### config.mk
export PLATFORM = sky130hd
export DESIGN_NAME = div_unit_flat
export DESIGN_NICKNAME = d
export VERILOG_FILES = /design/src/rtl/div_unit_pkg.sv /design/src/rtl/div_unit_if.sv /design/src/rtl/div_unit_step.sv /design/src/rtl/div_unit.sv /design/src/flat_wrapper.sv
export SDC_FILE = /design/constraint.sdc
export NUM_CORES = 1
export LEC_CHECK = 0
export ABC_AREA = 1
export CAP_MARGIN = 20
export CORE_MARGIN = 2
export CORE_UTILIZATION = 40
export DETAILED_ROUTE_END_ITERATION = 10
export SLEW_MARGIN = 5
export SYNTH_ARGS = -nofsm -noshare
export SYNTH_HDL_FRONTEND = slang
export SYNTH_SLANG_ARGS = --single-unit
### constraint.sdc
create_clock -name clk -period 4.1 [get_ports clk]
set_input_delay 0.82 -clock clk [delete_from_list [all_inputs] [get_ports clk]]
set_output_delay 0.82 -clock clk [all_outputs]
set_load 0.03 [all_outputs]
### src/rtl/div_unit_pkg.sv
// Shared constants and types for the execute-stage multi-cycle divider.
package div_unit_pkg;

   // ALU op codes for the two divide flavours, mirrored from the decode stage.
   localparam logic [7:0] EXE_DIV_OP  = 8'b0001_1010;
   localparam logic [7:0] EXE_DIVU_OP = 8'b0001_1011;

   typedef enum logic [1:0] {
      IDLE = 2'd0,
      BUSY = 2'd1,
      DONE = 2'd2
   } divState_e;

   function automatic logic isDivOp(input logic [7:0] op);
      return (op == EXE_DIV_OP) || (op == EXE_DIVU_OP);
   endfunction

endpackage

### src/rtl/div_unit_if.sv
// Execute-stage to divider bundle: operation request in, stall/result out.
interface div_unit_if #(parameter int WIDTH = 32);

   logic [7:0]       alucontrol_i;
   logic             valid_i;
   logic [WIDTH-1:0] a_i;
   logic [WIDTH-1:0] b_i;
   logic             annul_i;
   logic             hold_i;
   logic             stall_o;
   logic             done_o;
   logic [WIDTH-1:0] hi_o;
   logic [WIDTH-1:0] lo_o;

   modport master (
      output alucontrol_i, valid_i, a_i, b_i, annul_i, hold_i,
      input  stall_o, done_o, hi_o, lo_o
   );

   modport slave (
      input  alucontrol_i, valid_i, a_i, b_i, annul_i, hold_i,
      output stall_o, done_o, hi_o, lo_o
   );

endinterface

### src/rtl/div_unit_step.sv
// One restoring-division iteration: shift in a dividend bit, trial-subtract the divisor.
module div_step #(
   parameter int WIDTH = 32
) (
   input  logic [WIDTH:0]   remIn_i,
   input  logic [WIDTH-1:0] divisor_i,
   input  logic             dividendBit_i,
   output logic [WIDTH:0]   remOut_o,
   output logic             quotBit_o
);

   logic [WIDTH:0]   shifted;
   logic [WIDTH+1:0] diff;

   // A set top remainder bit means the shifted value already exceeds any divisor.
   always_comb begin
      shifted   = {remIn_i[WIDTH-1:0], dividendBit_i};
      diff      = {1'b0, shifted} - {2'b00, divisor_i};
      quotBit_o = remIn_i[WIDTH] | ~diff[WIDTH+1];
      remOut_o  = quotBit_o ? diff[WIDTH:0] : shifted;
   end

endmodule

### src/rtl/div_unit.sv
// Multi-cycle restoring divider for DIV/DIVU; stalls execute while iterating.
module div_unit
   import div_unit_pkg::*;
#(
   parameter int WIDTH = 32
) (
   input  logic       clk,
   input  logic       resetn,
   div_unit_if.slave  bus
);

   localparam int CNT_W = $clog2(WIDTH);

   divState_e        state_q;
   logic [CNT_W-1:0] count_q;
   logic [WIDTH:0]   partRem_q;
   logic [WIDTH-1:0] divQuot_q;
   logic [WIDTH-1:0] divisor_q;
   logic [WIDTH-1:0] aRaw_q;
   logic             qneg_q;
   logic             rneg_q;
   logic             dz_q;
   logic             done_q;
   logic [WIDTH-1:0] hi_q;
   logic [WIDTH-1:0] lo_q;

   logic             start;
   logic             isSigned;
   logic [WIDTH-1:0] aAbs;
   logic [WIDTH-1:0] bAbs;
   logic [WIDTH:0]   stepRem_d;
   logic             stepQuot_d;
   logic [WIDTH-1:0] quotFinal;
   logic [WIDTH-1:0] remFinal;
   logic [WIDTH-1:0] lo_d;
   logic [WIDTH-1:0] hi_d;

   // divQuot_q starts as |a| and shifts left each step: dividend bits leave at the top, quotient bits enter at the bottom.
   div_step #(.WIDTH(WIDTH)) uStep (
      .remIn_i       (partRem_q),
      .divisor_i     (divisor_q),
      .dividendBit_i (divQuot_q[WIDTH-1]),
      .remOut_o      (stepRem_d),
      .quotBit_o     (stepQuot_d)
   );

   // Start decode, operand magnitudes, and the sign/zero-corrected result of the final step.
   always_comb begin
      start     = (state_q == IDLE) && bus.valid_i && !bus.annul_i && isDivOp(bus.alucontrol_i);
      isSigned  = (bus.alucontrol_i == EXE_DIV_OP);
      aAbs      = (isSigned && bus.a_i[WIDTH-1]) ? -bus.a_i : bus.a_i;
      bAbs      = (isSigned && bus.b_i[WIDTH-1]) ? -bus.b_i : bus.b_i;
      quotFinal = {divQuot_q[WIDTH-2:0], stepQuot_d};
      remFinal  = stepRem_d[WIDTH-1:0];
      lo_d      = dz_q ? '1     : (qneg_q ? -quotFinal : quotFinal);
      hi_d      = dz_q ? aRaw_q : (rneg_q ? -remFinal  : remFinal);
   end

   // Control FSM plus operand, iteration and result registers.
   always_ff @(posedge clk) begin
      if (!resetn) begin
         state_q   <= IDLE;
         count_q   <= '0;
         partRem_q <= '0;
         divQuot_q <= '0;
         divisor_q <= '0;
         aRaw_q    <= '0;
         qneg_q    <= 1'b0;
         rneg_q    <= 1'b0;
         dz_q      <= 1'b0;
         done_q    <= 1'b0;
         hi_q      <= '0;
         lo_q      <= '0;
      end else begin
         case (state_q)
            IDLE: begin
               if (start) begin
                  state_q   <= BUSY;
                  divQuot_q <= aAbs;
                  divisor_q <= bAbs;
                  qneg_q    <= isSigned && (bus.a_i[WIDTH-1] ^ bus.b_i[WIDTH-1]);
                  rneg_q    <= isSigned && bus.a_i[WIDTH-1];
                  dz_q      <= (bus.b_i == '0);
                  aRaw_q    <= bus.a_i;
                  count_q   <= '0;
                  partRem_q <= '0;
               end
            end
            BUSY: begin
               if (bus.annul_i) begin
                  state_q <= IDLE;
               end else begin
                  partRem_q <= stepRem_d;
                  divQuot_q <= quotFinal;
                  count_q   <= count_q + 1'b1;
                  if (count_q == CNT_W'(WIDTH - 1)) begin
                     state_q <= DONE;
                     done_q  <= 1'b1;
                     lo_q    <= lo_d;
                     hi_q    <= hi_d;
                  end
               end
            end
            DONE: begin
               if (bus.annul_i || !bus.hold_i) begin
                  state_q <= IDLE;
                  done_q  <= 1'b0;
               end
            end
            default: begin
               state_q <= IDLE;
               done_q  <= 1'b0;
            end
         endcase
      end
   end

   // The start cycle is stalled combinationally; both handshake outputs are quiet during reset.
   always_comb begin
      bus.stall_o = resetn && (start || ((state_q == BUSY) && !bus.annul_i));
      bus.done_o  = resetn && done_q;
      bus.hi_o    = hi_q;
      bus.lo_o    = lo_q;
   end

endmodule

### src/flat_wrapper.sv
// flat-port wrapper written by rule: the top's interface ports become plain ports
module div_unit_flat import div_unit_pkg::*;
#(
   parameter int WIDTH = 32
)
  (clk, resetn, bus_alucontrol_i, bus_valid_i, bus_a_i, bus_b_i, bus_annul_i, bus_hold_i, bus_stall_o, bus_done_o, bus_hi_o, bus_lo_o);
  div_unit_if #(.WIDTH(WIDTH)) bus_i ();
  input  logic clk;
  input  logic resetn;
  input wire logic [$bits(bus_i.alucontrol_i)-1:0] bus_alucontrol_i;
  input wire logic [$bits(bus_i.valid_i)-1:0] bus_valid_i;
  input wire logic [$bits(bus_i.a_i)-1:0] bus_a_i;
  input wire logic [$bits(bus_i.b_i)-1:0] bus_b_i;
  input wire logic [$bits(bus_i.annul_i)-1:0] bus_annul_i;
  input wire logic [$bits(bus_i.hold_i)-1:0] bus_hold_i;
  output wire logic [$bits(bus_i.stall_o)-1:0] bus_stall_o;
  output wire logic [$bits(bus_i.done_o)-1:0] bus_done_o;
  output wire logic [$bits(bus_i.hi_o)-1:0] bus_hi_o;
  output wire logic [$bits(bus_i.lo_o)-1:0] bus_lo_o;
  assign bus_i.alucontrol_i = bus_alucontrol_i;
  assign bus_i.valid_i = bus_valid_i;
  assign bus_i.a_i = bus_a_i;
  assign bus_i.b_i = bus_b_i;
  assign bus_i.annul_i = bus_annul_i;
  assign bus_i.hold_i = bus_hold_i;
  assign bus_stall_o = bus_i.stall_o;
  assign bus_done_o = bus_i.done_o;
  assign bus_hi_o = bus_i.hi_o;
  assign bus_lo_o = bus_i.lo_o;
  div_unit #(.WIDTH(WIDTH)) u_core (.clk(clk), .resetn(resetn), .bus(bus_i));
endmodule
### After elaboration in Yosys (flattened, before gate mapping)

Cells that the tools add are included.

* output and inout bits: 66
* input bits: 77
* logic and storage cells: 80
* register bits after elaboration: 204

* equality and inequality tests: 10
* bitwise gates (word level): 5
* add/subtract/negate cells: 6
* reduce and logical (&&, ||, !) cells: 22
* multiplexer cells: 25

Operators by type and width (number)
* 32-bit 2-to-1 mux: 8
* 32-bit negator: 4
* 33-bit 2-to-1 mux: 3
* 33-bit case mux with 2 select lines: 1
* 32-bit case mux with 2 select lines: 1
* 33-bit by 32-bit subtractor with 34-bit output: 1
* 32-bit logical NOT: 1
* 8-bit by 5-bit == test with 1-bit output, second input constant: 2
* 5-bit 2-to-1 mux: 2
* 5-bit case mux with 2 select lines: 1
* 1-bit logical AND: 9
* 3-bit AND reduction: 3
* 2-bit 2-to-1 mux: 4
* 2-bit by 1-bit inequality test with 1-bit output, second input constant: 3
* 2-bit case mux with 3 select lines: 1
* 5-bit by 1-bit adder with 5-bit output, second input constant: 1
* 5-bit == test, second input constant: 1
* 4-bit AND reduction: 1
* 1-bit logical OR: 3
* 1-bit 2-to-1 mux: 3
* 3-bit by 2-bit inequality test with 1-bit output, second input constant: 1
* 1-bit inverter: 3
* 1-bit case mux with 3 select lines: 1
* 2-bit by 1-bit == test with 1-bit output, second input constant: 1
* other kinds (8): 9

### Logic depth before layout (Yosys ltp)

* word-level depth: 7
* depth in mapped cells: 28
* mapped depth without buffers: 27

### Hierarchy

Synthesis repeated with hierarchy kept, for this count alone.

* cells, all modules: 2565
* area, all modules: 15135.8 µm²

Modules (own cells, without submodules)
* div_unit: cells an instance 1895, sequential area each 4083.9 µm², area an instance 11872.6 µm², instances 1
* div_step: cells an instance 670, sequential area each 0.0 µm², area an instance 3263.1 µm², instances 1

### Least setup slack after synthesis

OpenSTA, ideal clock, no wires.

* path kind: register to register
* start: register u_core.divisor_q[22]
* end: register u_core.lo_q[28] (netlist: u_core.bus.lo_o[28])
* slack: 549 ps
* cell stages (with the launch flop): 27
* library setup time: 117 ps
* data arrival time: 3434 ps
* data required time: 3983 ps
* buffers on the path: 1
* period minus slack after synthesis: 3551 ps
* path through: dfxtp_1 > inv_1 > ha_1 > a21oi_1 > nor2_1 > nor2_1 > nand2_1 > nand2_1 > nand2_1 > nor2_4 > nand2_8 > inv_2 > buf_6 > ha_1 > nand2_1 > nor2_1 > nand2_1 > nor3_1 > nand2_1 > nor2_1 > nand4_1 > nor3b_1 > nand3_1 > o21ai_1 > xor2_1 > o221ai_1 > inv_1

* longest elaborated chain between the ends: 6

RTL lines
* start: declaration: line div_unit.sv:18 `logic [WIDTH-1:0] divisor_q;`
* start signal: assignment: line div_unit.sv:80 `divisor_q <= bAbs;`
* 33-bit by 32-bit subtractor with 34-bit output: line div_unit_step.sv:18 `diff = {1'b0, shifted} - {2'b00, divisor_i};`
* 1-bit inverter: line div_unit_step.sv:19 `quotBit_o = remIn_i[WIDTH] | ~diff[WIDTH+1];`
* 1-bit OR: line div_unit_step.sv:19
* 32-bit negator: line div_unit.sv:55 `lo_d = dz_q ? '1 : (qneg_q ? -quotFinal : quotFinal);`
* 32-bit 2-to-1 mux (2 in series): line div_unit.sv:55
* end signal: assignment: line div_unit.sv:99 `lo_q <= lo_d;`
* end: declaration: line div_unit.sv:25 `logic [WIDTH-1:0] lo_q;`

No other way between the ends.
A chain may end at the register's enable or synchronous reset.

### Final worst setup path

* start: register u_core.divQuot_q[31]
* end: register u_core.hi_q[31] (netlist: u_core.bus.hi_o[31])

* longest elaborated chain between the ends: 7

RTL lines
* start: declaration: line div_unit.sv:17 `logic [WIDTH-1:0] divQuot_q;`
* start signal: assignment: line div_unit.sv:79 `divQuot_q <= aAbs;`
* start signal: assignment: line div_unit.sv:94 `divQuot_q <= quotFinal;`
* 33-bit by 32-bit subtractor with 34-bit output: line div_unit_step.sv:18
* 1-bit inverter: line div_unit_step.sv:19
* 1-bit OR: line div_unit_step.sv:19
* 33-bit 2-to-1 mux (*): line div_unit_step.sv:20 `remOut_o = quotBit_o ? diff[WIDTH:0] : shifted;`
* 32-bit negator: line div_unit.sv:56 `hi_d = dz_q ? aRaw_q : (rneg_q ? -remFinal : remFinal);`
* 32-bit 2-to-1 mux (*) (2 in series): line div_unit.sv:56
* end signal: assignment: line div_unit.sv:100 `hi_q <= hi_d;`
* end: declaration: line div_unit.sv:24 `logic [WIDTH-1:0] hi_q;`

Mark *: on every way between the ends. The rest lies on a longest branch, timed or not.

==> run metrics <==
outcome=complete, no violations; port bufs=142; final count of hold timing violations=0; async set or reset register ratio after synthesis=0; 1st-pass router iterations=5; Synth Net Count=2,292; largest net degree at the start of global routing=77; Clock Path Buffers=3; placed instance count=2,721; fraction of layout cells with a size suffix above 1=0.0672; Rows=67; cells on worst reg2reg path=24; Post-CTS Resized=0; Max-Cap Viols=0; Synth cell types=52; syn_area_per_cell=6.30 µm²; hpwl dp=41,100 µm; Die Y=189 µm; Peak VDD IR=0.282 mV; sequential area share after synthesis=0.298; fin util=0.495; leading area contributor after synthesis=dfxtp_1; GP Congestion=0.977; most frequent cell after synthesis=nand2_1; initial core utilization=0.408; synthesized area=0.0137 mm²; Reg-to-Reg End=u_core.bus.hi_o[31]; Sink Count=204; initial antenna violation count=0; GRT Util Overall=0.300; Final Slew Violations=0; Clock transition at path regs=0.07 ns; CTS Buf Count=26; CP Data Arrival Time=4.24 ns; Synthesis Warnings=0; CP required=4.52 ns; root buffer cell=clkbuf_16; drt via density=5.39; r2r startpoint=u_core.divQuot_q[31]; fin cells=2,769; Die Span X=189 µm; Worst Hold Class=reg2reg; CTS tree=yes; Fmax=262 MHz; gr ovfl total=0; DRT antenna net count=0; R2R setup slack=0.28 ns; Placed Area=0.0157 mm²; Post-synth EDFFs=0; Pleak=0.00772 µW; power per cell area=304 mW/mm²; Hold Buf Count CTS=0; 1st-iter DRT viols=1,461; vias in the first global route=14,085; hold path start=u_core.bus.hi_o[4]; final setup fails=0; minimum clock period after layout=3.82 ns; Hold Path Sink=u_core.bus.hi_o[4]; fin area=0.0166 mm²; wire per inst=19.5 µm; Slew headroom=0.279; num ports=143; CP startpoint kind=flip-flop; measured slew at the worst slew-check pin=1.07 ns; CP Class=reg2reg; Worst Setup End Kind=flip-flop; Diodes inserted=0; final net count=2,417; Synth top cells by count=nand2_1, inv_1, dfxtp_1; htree depth=1; depth of the worst hold-timing path=2; Mapped Cells=2,176; via count=14,935; CP Max Fanout=4; top post-synthesis cells by area=dfxtp_1, nand2_1, inv_1, a21oi_1, nor2_1; final wirelength=54,100 µm; CORE AREA=0.0336 mm²; Main synth FF type=dfxtp_1; Final period util=0.931; Clock Latency Late Sink=0.57 ns; Layout Skew=0.0231 ns; postcts setup bufs=0; flip-flop and latch count after synthesis=204; top-area cell type share of the netlist area=0.298; global-route wire length before repair=83,000 µm; DRC violations left=0; area grow syn2layout=21.3%; die area=0.0358 mm²
metrics by stage:
stage / worst slack, ns / hold slack, ns / total power (µW) / setup TNS, ns
floorplan: 0.549 / 0.441 / 2300 / 0
global placement: 0.188 / 0.452 / 2530 / 0
detailed placement: 0.161 / 0.455 / 2530 / 0
CTS: 0.140 / 0.464 / 5070 / 0
global route: -0.00140 / 0.478 / 5190 / -0.00140
finish: 0.284 / 0.462 / 5050 / 0
per-layer routing:
layer / GRT usage / vias up / share of wire
li1: - / 7349 / -
met4: 0.0895 / 0 / 0.028
met5: 0 / - / 0
met2: 0.457 / 532 / 0.43
met1: 0.430 / 6969 / 0.47
met3: 0.0543 / 85 / 0.075
cell usage in the layout, fill, tap and decap left out, types with 6 or more instances in the layout:
cell type        count
o221ai_1            35
nand2_1            550
o211ai_1            25
dfxtp_1            204
o21ai_1             18
inv_2               10
clkdlybuf4s50_1    141
o22ai_1             21
xor2_1              57
nand2_2             13
ha_1                38
a21oi_1            172
buf_4               43
nor2_1             183
a221oi_1             9
inv_1              316
a211oi_1             6
nand3_1            129
nor3_1              40
o21ai_0            118
clkbuf_16           26
nand4_1             25
o21bai_1             6
xnor2_1             19
a31oi_1              8
nor4_1              15
nand3b_1             7
area by class of cell:
| cell class | count | area [µm²] |
|---|---|---|
| fill | 3515 | 17000 |
| timing repair buffer | 187 | 1770 |
| clock inverter | 18 | 255 |
| multi-input combinational | 1550 | 8040 |
| clock buffer | 30 | 686 |
| inverter | 332 | 1250 |
| sequential | 204 | 4080 |
| tap | 448 | 561 |
flip-flops by register name, summed over array words and instances, names as in the netlist:
name / flops
u_core.count_q: 5
u_core.qneg_q: 1
u_core.aRaw_q: 32
u_core.dz_q: 1
u_core.bus.hi_o: 32
u_core.bus.lo_o: 32
u_core.divisor_q: 32
u_core.state_q: 2
u_core.divQuot_q: 32
u_core.partRem_q: 33
u_core.rneg_q: 1
u_core.done_q: 1
kinds of logic (layout without fill, tap and decap cells):
kind of cell / after synthesis / after routing / synth area share
fa+ha+maj: 39 / 39 / 0.0361
buf+inv: 422 / 567 / 0.119
compound gates: 438 / 438 / 0.188
flops: 204 / 204 / 0.298
xor+xnor: 76 / 76 / 0.0486
simple gates: 997 / 997 / 0.311
power breakdown:
part	switching, µW	internal (µW)
clock network	1020	1530
registers	1.01	1980
logic	338	176
total	1360	3690
critical path, stage by stage (launching register included):
cell and delay [ns]:
dfxtp_1 0.34, inv_1 0.07, ha_1 0.18, inv_1 0.10, fa_1 0.50, nand3_1 0.12
nand3_1 0.22, nand3_1 0.14, nand3_1 0.27, nand3_1 0.24, nand3_1 0.10, nand2_1 0.09
nand2_1 0.07, nand2_1 0.27, nand2_1 0.16, inv_1 0.08, nand3_1 0.06, nor2_1 0.09
nand2_1 0.06, nand2_1 0.08, nand2_1 0.06, nand2_1 0.06, nand3_1 0.07, nand2_1 0.17
a21oi_2 0.06
how the worst max path moves through the flow:
stage	startpoint	to	cells after the start
after detailed placement	u_core.divisor_q[29]	u_core.bus.hi_o[17]	22
after CTS	u_core.divisor_q[29]	u_core.bus.hi_o[17]	22
after floorplan	u_core.divisor_q[22]	u_core.bus.lo_o[28]	26
after global routing	u_core.divisor_q[12]	u_core.bus.lo_o[30]	28
final	u_core.divQuot_q[31]	u_core.bus.hi_o[31]	24
after global placement	u_core.divisor_q[24]	u_core.bus.hi_o[17]	23
Note: power is estimated with default switching activity, not from simulation.
